==> config.mk <==
export PLATFORM = sky130hd
export DESIGN_NAME = dmem_access_unit
export DESIGN_NICKNAME = d
export VERILOG_FILES = /design/src/rtl/dmem_pkg.sv /design/src/rtl/dmem_lane_align.sv /design/src/rtl/dmem_access_unit.sv
export SDC_FILE = /design/constraint.sdc
export NUM_CORES = 1
export LEC_CHECK = 0
export BUFFER_PORTS_ARGS = -buffer_cell sky130_fd_sc_hd__buf_2
export CORE_UTILIZATION = 45
export CTS_CLUSTER_DIAMETER = 50
export DETAILED_ROUTE_END_ITERATION = 16
export HOLD_SLACK_MARGIN = 0.06
export PLACE_DENSITY = 0.74
export SETUP_SLACK_MARGIN = 0.3
export SYNTH_ARGS = -nofsm -noshare
export SYNTH_HDL_FRONTEND = slang
export SYNTH_SLANG_ARGS = --single-unit
==> constraint.sdc <==
create_clock -name clk -period 3 [get_ports clk]
set_input_delay 0.3 -clock clk [delete_from_list [all_inputs] [get_ports clk]]
set_output_delay 0.3 -clock clk [all_outputs]
set_load 0.01 [all_outputs]
==> src/rtl/dmem_pkg.sv <==
// Shared definitions for the MEM-stage data-memory access unit:
// MemOp (func3) encodings, FSM state encoding, counter and strobe widths.
package dmem_pkg;

    localparam logic [2:0] OP_B  = 3'b000;
    localparam logic [2:0] OP_H  = 3'b001;
    localparam logic [2:0] OP_W  = 3'b010;
    localparam logic [2:0] OP_BU = 3'b100;
    localparam logic [2:0] OP_HU = 3'b101;

    localparam int CNT_W  = 8;
    localparam int STRB_W = 4;

    typedef enum logic [1:0] {
        ST_IDLE = 2'd0,
        ST_REQ  = 2'd1,
        ST_RESP = 2'd2,
        ST_DONE = 2'd3
    } state_t;

    // 011, 110 and 111 have no meaning as a memory access
    function automatic logic op_is_legal(input logic [2:0] op);
        logic legal;
        case (op)
            OP_B, OP_H, OP_W, OP_BU, OP_HU: legal = 1'b1;
            default:                        legal = 1'b0;
        endcase
        return legal;
    endfunction

endpackage

==> src/rtl/dmem_lane_align.sv <==
// Combinational byte-lane steering: store data replication and strobes,
// load byte/halfword extraction with sign/zero extension, misalign detect.
// Halfword and word lane selection only looks at the address bits that
// matter for that size, so a misaligned address is naturally rounded down.
module dmem_lane_align
    import dmem_pkg::*;
(
    input  logic [2:0]        i_op,
    input  logic [1:0]        i_addr_lo,
    input  logic [31:0]       i_store_data,
    input  logic [31:0]       i_read_word,
    output logic [31:0]       o_wdata,
    output logic [STRB_W-1:0] o_wstrb,
    output logic [31:0]       o_load_data,
    output logic              o_misalign
);

    logic [7:0]  w_byte;
    logic [15:0] w_half;

    assign w_byte = i_read_word[{i_addr_lo, 3'b000} +: 8];
    assign w_half = i_read_word[{i_addr_lo[1], 4'b0000} +: 16];

    // Per-size store lanes, load extension and alignment check
    always_comb begin
        o_wdata     = '0;
        o_wstrb     = '0;
        o_load_data = '0;
        o_misalign  = 1'b0;
        case (i_op)
            OP_B: begin
                o_wdata     = {4{i_store_data[7:0]}};
                o_wstrb     = 4'b0001 << i_addr_lo;
                o_load_data = {{24{w_byte[7]}}, w_byte};
            end
            OP_BU: begin
                o_wdata     = {4{i_store_data[7:0]}};
                o_wstrb     = 4'b0001 << i_addr_lo;
                o_load_data = {24'd0, w_byte};
            end
            OP_H: begin
                o_wdata     = {2{i_store_data[15:0]}};
                o_wstrb     = 4'b0011 << {i_addr_lo[1], 1'b0};
                o_load_data = {{16{w_half[15]}}, w_half};
                o_misalign  = i_addr_lo[0];
            end
            OP_HU: begin
                o_wdata     = {2{i_store_data[15:0]}};
                o_wstrb     = 4'b0011 << {i_addr_lo[1], 1'b0};
                o_load_data = {16'd0, w_half};
                o_misalign  = i_addr_lo[0];
            end
            OP_W: begin
                o_wdata     = i_store_data;
                o_wstrb     = 4'b1111;
                o_load_data = i_read_word;
                o_misalign  = (i_addr_lo != 2'b00);
            end
            default: begin
                o_wdata     = '0;
                o_wstrb     = '0;
                o_load_data = '0;
                o_misalign  = 1'b0;
            end
        endcase
    end

endmodule

==> src/rtl/dmem_access_unit.sv <==
// MEM-stage data-memory access unit: turns EX/MEM load/store requests into
// valid/ready bus transactions, stalls the pipeline while one is in flight,
// and returns extended load data. Optional build macro
// DMEM_MISALIGN_TRAP_EN: when defined, misaligned H/HU/W accesses fault
// instead of being rounded down to their natural alignment.
module dmem_access_unit
    import dmem_pkg::*;
#(
    parameter int TIMEOUT_CYCLES = 255,
    parameter int ADDR_W         = 32
) (
    input  logic              clk,
    input  logic              reset,
    input  logic [2:0]        mem_op,
    input  logic              mem_read,
    input  logic              mem_write,
    input  logic [ADDR_W-1:0] data_addr,
    input  logic [31:0]       mem_data_in,
    output logic [31:0]       mem_read_data_out,
    output logic              stall,
    output logic              err,
    output logic              bus_valid,
    input  logic              bus_ready,
    output logic              bus_we,
    output logic [ADDR_W-1:0] bus_addr,
    output logic [31:0]       bus_wdata,
    output logic [STRB_W-1:0] bus_wstrb,
    input  logic              bus_rvalid,
    input  logic [31:0]       bus_rdata
);

`ifdef DMEM_MISALIGN_TRAP_EN
    localparam logic MISALIGN_TRAP = 1'b1;
`else
    localparam logic MISALIGN_TRAP = 1'b0;
`endif

    localparam logic [CNT_W:0] TIMEOUT_LIM = (CNT_W+1)'(TIMEOUT_CYCLES);

    state_t              r_state;
    state_t              w_state_next;
    logic                r_we;
    logic                r_fault;
    logic [ADDR_W-1:0]   r_addr;
    logic [31:0]         r_wdata;
    logic [STRB_W-1:0]   r_wstrb;
    logic [31:0]         r_rdata_out;
    logic [2:0]          r_op;
    logic [1:0]          r_addr_lo;
    logic [CNT_W-1:0]    r_cnt;

    logic                w_req;
    logic                w_fault_req;
    logic [CNT_W:0]      w_cnt_inc;
    logic                w_timeout;
    logic [2:0]          w_lane_op;
    logic [1:0]          w_lane_addr;
    logic [31:0]         w_wdata;
    logic [STRB_W-1:0]   w_wstrb;
    logic [31:0]         w_load_data;
    logic                w_misalign;

    assign w_req       = mem_read | mem_write;
    assign w_fault_req = (mem_read & mem_write) | ~op_is_legal(mem_op)
                       | (MISALIGN_TRAP & w_misalign);
    assign w_cnt_inc   = {1'b0, r_cnt} + 1'b1;
    assign w_timeout   = (w_cnt_inc >= TIMEOUT_LIM);

    // In IDLE the lanes are steered from the live request; afterwards from
    // the latched op/offset so load extraction matches the issued access.
    assign w_lane_op   = (r_state == ST_IDLE) ? mem_op : r_op;
    assign w_lane_addr = (r_state == ST_IDLE) ? data_addr[1:0] : r_addr_lo;

    dmem_lane_align u_lane_align (
        .i_op         (w_lane_op),
        .i_addr_lo    (w_lane_addr),
        .i_store_data (mem_data_in),
        .i_read_word  (bus_rdata),
        .o_wdata      (w_wdata),
        .o_wstrb      (w_wstrb),
        .o_load_data  (w_load_data),
        .o_misalign   (w_misalign)
    );

    // State register
    always_ff @(posedge clk) begin
        if (!reset) r_state <= ST_IDLE;
        else        r_state <= w_state_next;
    end

    // Next-state logic; a handshake or data beat wins over a same-cycle timeout
    always_comb begin
        w_state_next = r_state;
        case (r_state)
            ST_IDLE: begin
                if (w_req) w_state_next = w_fault_req ? ST_DONE : ST_REQ;
            end
            ST_REQ: begin
                if (bus_ready)      w_state_next = r_we ? ST_DONE : ST_RESP;
                else if (w_timeout) w_state_next = ST_DONE;
            end
            ST_RESP: begin
                if (bus_rvalid || w_timeout) w_state_next = ST_DONE;
            end
            default: w_state_next = ST_IDLE;
        endcase
    end

    // Decoded outputs: bus request, pipeline freeze and one-cycle fault pulse
    always_comb begin
        bus_valid = (r_state == ST_REQ);
        stall     = ((r_state == ST_IDLE) & w_req)
                  | (r_state == ST_REQ) | (r_state == ST_RESP);
        err       = (r_state == ST_DONE) & r_fault;
    end

    // Request latching, timeout counter and load-result register
    always_ff @(posedge clk) begin
        if (!reset) begin
            r_we        <= 1'b0;
            r_fault     <= 1'b0;
            r_addr      <= '0;
            r_wdata     <= '0;
            r_wstrb     <= '0;
            r_rdata_out <= '0;
            r_op        <= '0;
            r_addr_lo   <= '0;
            r_cnt       <= '0;
        end else begin
            case (r_state)
                ST_IDLE: begin
                    r_cnt <= '0;
                    if (w_req) begin
                        r_fault   <= w_fault_req;
                        r_op      <= mem_op;
                        r_addr_lo <= data_addr[1:0];
                        if (!w_fault_req) begin
                            r_we    <= mem_write;
                            r_addr  <= {data_addr[ADDR_W-1:2], 2'b00};
                            r_wdata <= mem_write ? w_wdata : '0;
                            r_wstrb <= mem_write ? w_wstrb : '0;
                        end
                    end
                end
                ST_REQ: begin
                    r_cnt <= w_cnt_inc[CNT_W-1:0];
                    if (!bus_ready && w_timeout) begin
                        r_fault <= 1'b1;
                        if (!r_we) r_rdata_out <= '0;
                    end
                end
                ST_RESP: begin
                    r_cnt <= w_cnt_inc[CNT_W-1:0];
                    if (bus_rvalid) begin
                        r_rdata_out <= w_load_data;
                    end else if (w_timeout) begin
                        r_fault     <= 1'b1;
                        r_rdata_out <= '0;
                    end
                end
                default: begin
                    r_cnt <= '0;
                end
            endcase
        end
    end

    assign bus_we            = r_we;
    assign bus_addr          = r_addr;
    assign bus_wdata         = r_wdata;
    assign bus_wstrb         = r_wstrb;
    assign mem_read_data_out = r_rdata_out;

endmodule

Yosys cells after proc, flatten, opt, wreduce, memory -nomap -nowiden
Index checks and enable logic that the tools add are counted.

Logic and storage cells: 87. Flip-flop bits (word level): 115. Bits of input ports: 105.

Muxes and demuxes: 25. Reduce and logical (&&, ||, !) cells: 18. Add/subtract/negate cells: 1. $lt $le $gt $ge: 1. Eq/ne operators: 19. Bitwise operators: 9. Shift-type cells: 4.

Operators with widths (number): 32-bit two-way mux (5); 32-bit one-hot mux with 5 select lines (1); 32-bit one-hot mux with 3 select lines (1); 32-bit one-hot mux with 2 select lines (1); 32-bit by 6-bit variable part select with 16-bit output (1); 32-bit by 6-bit variable part select with 8-bit output (1); 3-bit equality test (second input constant) (4); 2-bit two-way mux (6); 4-bit one-hot mux with 3 select lines (1); 2-bit inequality test (second input constant) (5); 8-bit by 1-bit adder with 9-bit output (second input constant) (1); 9-bit by 8-bit greater-or-equal comparator with 1-bit output (second input constant) (1); 3-bit by 1-bit equality test with 1-bit output (second input constant) (2); 3-bit by 2-bit equality test with 1-bit output (second input constant) (2); 3-bit zero test (2); 1-bit two-way mux (6); 2-bit one-hot mux with 3 select lines (1); 3-bit AND reduction (2); 2-bit OR reduction (3); 5-bit AND reduction (1); 5-bit OR reduction (1); 2-bit equality test (second input constant) (2); 4-bit two-way mux (1); 1-bit bitwise OR (4); other kinds (18) (22).

Logic depth before layout (Yosys ltp)
Word-level depth: 8. Gate-level depth with buffers: 11. Depth with buffers taken out: 8.

Cells and area by module
From an unflattened synthesis, not the netlist that was laid out.

Cell total of the unflattened synthesis: 695. Area total of the unflattened synthesis: 5856.9 um^2.

By module, submodules not included: dmem_access_unit (sequential area each 2302.2 um^2, area each 4554.4 um^2, times used 1, cells an instance 489); dmem_lane_align (sequential area each 0.0 um^2, area each 1302.5 um^2, times used 1, cells an instance 206).

Worst setup path before layout
No wires, ideal clock.

Kind: reg2reg. Start point: reg r_state[0]. End point: reg r_rdata_out[22] (netlist: mem_read_data_out[22]). Cell stages (with the launch flop): 11. Clock period less this slack: 2.337 ns. Data required time: 2.932 ns. Path slack: 0.663 ns. Library setup time: 0.068 ns. Arrival: 2.269 ns. Cell sequence: dfxtp_1 > inv_1 > ha_1 > buf_2 > mux2i_1 > mux4_2 > nor3_4 > o21bai_4 > buf_6 > a21oi_1 > o2bb2ai_2.

Cells in the longest elaborated chain, start to end: 6. Elaborated cells between the ends (all ways): 20. Classes of those cells: eq/ne (9); shift (2); mux (5); reduce/logical (4).

Ends and longest elaborated chain: start, declared (line dmem_access_unit.sv:40) `state_t r_state;`; start signal, assigned (line dmem_access_unit.sv:88) `else r_state <= w_state_next;`; 2-bit zero test (line dmem_access_unit.sv:71, dmem_access_unit.sv:72); 2-bit two-way mux / 3-bit two-way mux (equally long branches) (line dmem_access_unit.sv:72, dmem_access_unit.sv:71); 32-bit by 6-bit variable part select with 16-bit output (tied with other cells) (line dmem_lane_align.sv:22) `assign w_half = i_read_word[{i_addr_lo[1], 4'b0000} +: 16];`; 32-bit one-hot mux with 5 select lines (line dmem_lane_align.sv:30) `case (i_op)`; 32-bit two-way mux (line dmem_access_unit.sv:154) `if (bus_rvalid) begin`; 32-bit one-hot mux with 2 select lines (line dmem_access_unit.sv:130) `case (r_state)`; end signal, assigned (line dmem_access_unit.sv:155) `r_rdata_out <= w_load_data;`; end, declared (line dmem_access_unit.sv:47) `logic [31:0] r_rdata_out;`.

Parallel ways exist; a longest one is shown, timed or not. A chain may end at the register's enable or synchronous reset.

Worst setup path in the final report
Start point: reg r_state[0]. End point: reg r_rdata_out[26] (netlist: mem_read_data_out[26]).

The elaborated chain is that of the path after synthesis.

==> flow_summary.ini <==
[route]
drc = 0
drtIter0Drc = 623
wire_per_inst_um = 16.70
dr.pass1.iters = 8
vias = 5453
wl_um = 16210
viasPerCell = 5.616
ant_nets = 0

[timing]
timing.fmax_mhz = 387.6
period_needed_ps = 2580
rsz0062_at_grt = false
fin_crit_sh = 0.8600
max_slew_margin = 0.4911
slew_viol_final = 0
setup_violations = 0
setup_tns_ps = 0
skew_ps = 11.33
worstMarginPinSlew_ps = 762.8
finalHoldViolations = 0

[clock_tree]
cts.sink_count = 115
clockBufferDepth = 2
cts_root_buf = clkbuf_8
clk_latency_ps = 500
path_clk_slew_ps = 60
htreeDepth = 4
cts_tree = done
cts_made_buffers = 17

[critical_path]
r2r_start = r_state[0]$_SDFFE_PN0P_
reg2reg_depth = 8
critPathKind = reg2reg
crit_family = multiplexers
rrSetupSlack_ps = 420
r2r-end = mem_read_data_out[26]$_SDFFE_PN0P_
cp-end-kind = flop
start_kind = flop
slowest_stage = mux4_2
slowest_delay_ps = 500
cp-startpoint = r_state[0]$_SDFFE_PN0P_
crit_chain = inv_1 > ha_4 > mux2_4 > mux4_2 > nor3_4 > o21bai_4 > a21oi_1 > o2bb2ai_2
cp_max_fo = 16
crit_arrival_ps = 3010
crit_end = mem_read_data_out[26]$_SDFFE_PN0P_
cp.depth = 8
cp_num_buf_inv = 1
required_ps = 3430

[die]
num_io_pins = 209
fp.dieW_um = 107.7
die_area_mm2 = 0.01159
num_rows = 38
die_h_um = 107.7
initial_utilization = 0.4635
core_mm2 = 0.01084

[power]
p_leak_nw = 3.301
peakVddDrop_mv = 0.4758
power.density_mw_per_mm2 = 859.2

[place]
gp_congestion = 0.8445
dp_cells = 897
hpwl_um = 11010
port_buffers = 206

[global_route]
grt.overflow.total = 0
grt_pass1_vias = 4924
antenna_found_initial = 1
track_usage = 0.2729
grt_pass1_wl_um = 24540
grt_max_degree = 53

[logic_synthesis]
avgSynthCellArea_um2 = 8.663
yosys_most_used_dff = dfxtp_1
synth_edf_count = 0
synthCells = 580
synth_cell_types = 53
yosysWarnings = 0
ys_ff_latch = 115
synth.cell_area_mm2 = 0.005025
ys_async_sr_fraction = 0
ys_seq_area_frac = 0.4582

[min_path]
hp-start = data_addr[1]
hold_class = in2reg

[outcome]
status = completed

[layout]
multi_input_area_mm2 = 0.002507
ff_latch_area_mm2 = 0.002302
layout.nets = 931
fillCellCount = 889
fin_cells = 971
diodes = 0
layout-drive-gt1-share = 0.3345
areaGrowthSynthToFinish_pct = 43.43

[job]
timing.max_cap.violations = 0
synth_stat cells, types with 7 or more instances:
cell type  number  area, um2
nand2_1       110      412.9
o21ai_0        12      60.06
a22o_1          8      70.07
nand3_1         7      35.03
a222oi_1       23      230.2
a21oi_1        72      360.4
clkbuf_1       26      97.59
a22oi_1        11      82.58
nor2_1         61      229.0
inv_1          12      45.04
ha_1            7      87.58
o2bb2ai_1      21      183.9
dfxtp_1       115       2302
a221oi_1        8      70.07
buf_2          14      70.07
mux2i_1         9      90.09
o2bb2ai_2      10      150.1
worst min-delay path by stage:
stage | endpoint | slack, ps | cells after the start
floorplan | bus_wstrb[1]$_SDFFE_PN0P_ | 420 | 1
global placement | bus_wdata[10]$_SDFFE_PN0P_ | 440 | 2
detailed placement | mem_read_data_out[4]$_SDFFE_PN0P_ | 440 | 1
CTS | r_addr_lo[1]$_SDFFE_PN0P_ | 60 | 3
global route | mem_read_data_out[20]$_SDFFE_PN0P_ | 80 | 3
finish | r_addr_lo[1]$_SDFFE_PN0P_ | 80 | 3
cell type report:
type / count / share of cell area
clock buffers: 22 / 0.06563
inverters: 12 / 0.006250
repair buffers: 264 / 0.2187
flip-flops and latches: 115 / 0.3194
multi-input cells: 409 / 0.3479
well taps: 140 / 0.02431
clock inverters: 9 / 0.01771
cells by family after synthesis:
group	after synthesis	share of synthesized area
simple gates	198	0.1629
mux	13	0.02988
fa+ha+maj	7	0.01743
flops	115	0.4582
other cells	1	0.0007463
xor+xnor	4	0.006971
buf+inv	57	0.04905
compound gates	185	0.2749
layer usage:
layer	GRT usage	up-vias	part of all wire
met1	0.3226	2522	0.40
met4	0.1262	2	0.029
met2	0.4556	308	0.48
met3	0.07748	48	0.089
met5	0	-	0.00080
li1	-	2573	-
power by group:
part | internal (mW) | switching [mW]
Clock | 1.34 | 0.684
Sequential | 1.68 | 0.0933
Combinational | 0.986 | 1.40
per-stage QoR:
stage,power [mW],hold WS [ps],setup WS (ps),area [um2],util
5_1_grt,6.530,75.90,289.8,7207,0.6648
4_1_cts,6.126,60.06,372.9,7162,0.6607
3_5_place_dp,4.034,441.1,250.6,6166,0.5688
3_3_place_gp,3.964,438.6,399.3,6166,0.5688
6_report,6.192,79.77,420.1,7207,0.6648
2_1_floorplan,3.428,421.7,662.9,5029,-
worst min-delay path: stages:
cell and delay [ps]:
buf_2 100, mux2i_1 60, nor2_1 70
sequential cells by signal (all words and copies together), names as in the netlist:
signal	flops
bus_addr	30
bus_wdata	32
bus_we	1
bus_wstrb	4
mem_read_data_out	32
r_addr_lo	2
r_cnt	8
r_fault	1
r_op	3
r_state	2
layout by cell type, fill, tap and decap left out, types with 3 or more instances in the layout:
master         netlist  final
mux2i_1              9      9
or3_1                3      3
nand3_1              7      6
a22o_1               8      8
and2_1               3      3
clkbuf_16            0     16
nor2_1              61     60
o2bb2ai_1           21     21
clkinv_2             0      4
nand2_1            110    110
ha_1                 7      6
dlygate4sd3_1        0     39
a221oi_1             8      8
o2bb2ai_2           10     10
buf_2               14    206
buf_4                2     18
a22oi_1             11     11
o31ai_1              3      3
bufinv_16            0      3
inv_1               12     11
clkbuf_8             0      5
a222oi_1            23     23
dfxtp_1            115    115
o21ai_0             12     11
xor2_1               4      4
a21oi_1             72     72
timing repair:
item / CTS / global route
setup endpoints to repair: 24 / 32
gates resized for setup: 2 / 2
buffers inserted: 0 / 4
pin swaps: 0 / 1
hold buffers: 39 / 0
hold endpoints to repair: 39 / 0
No activity file was read; power rests on OpenSTA's default activity.
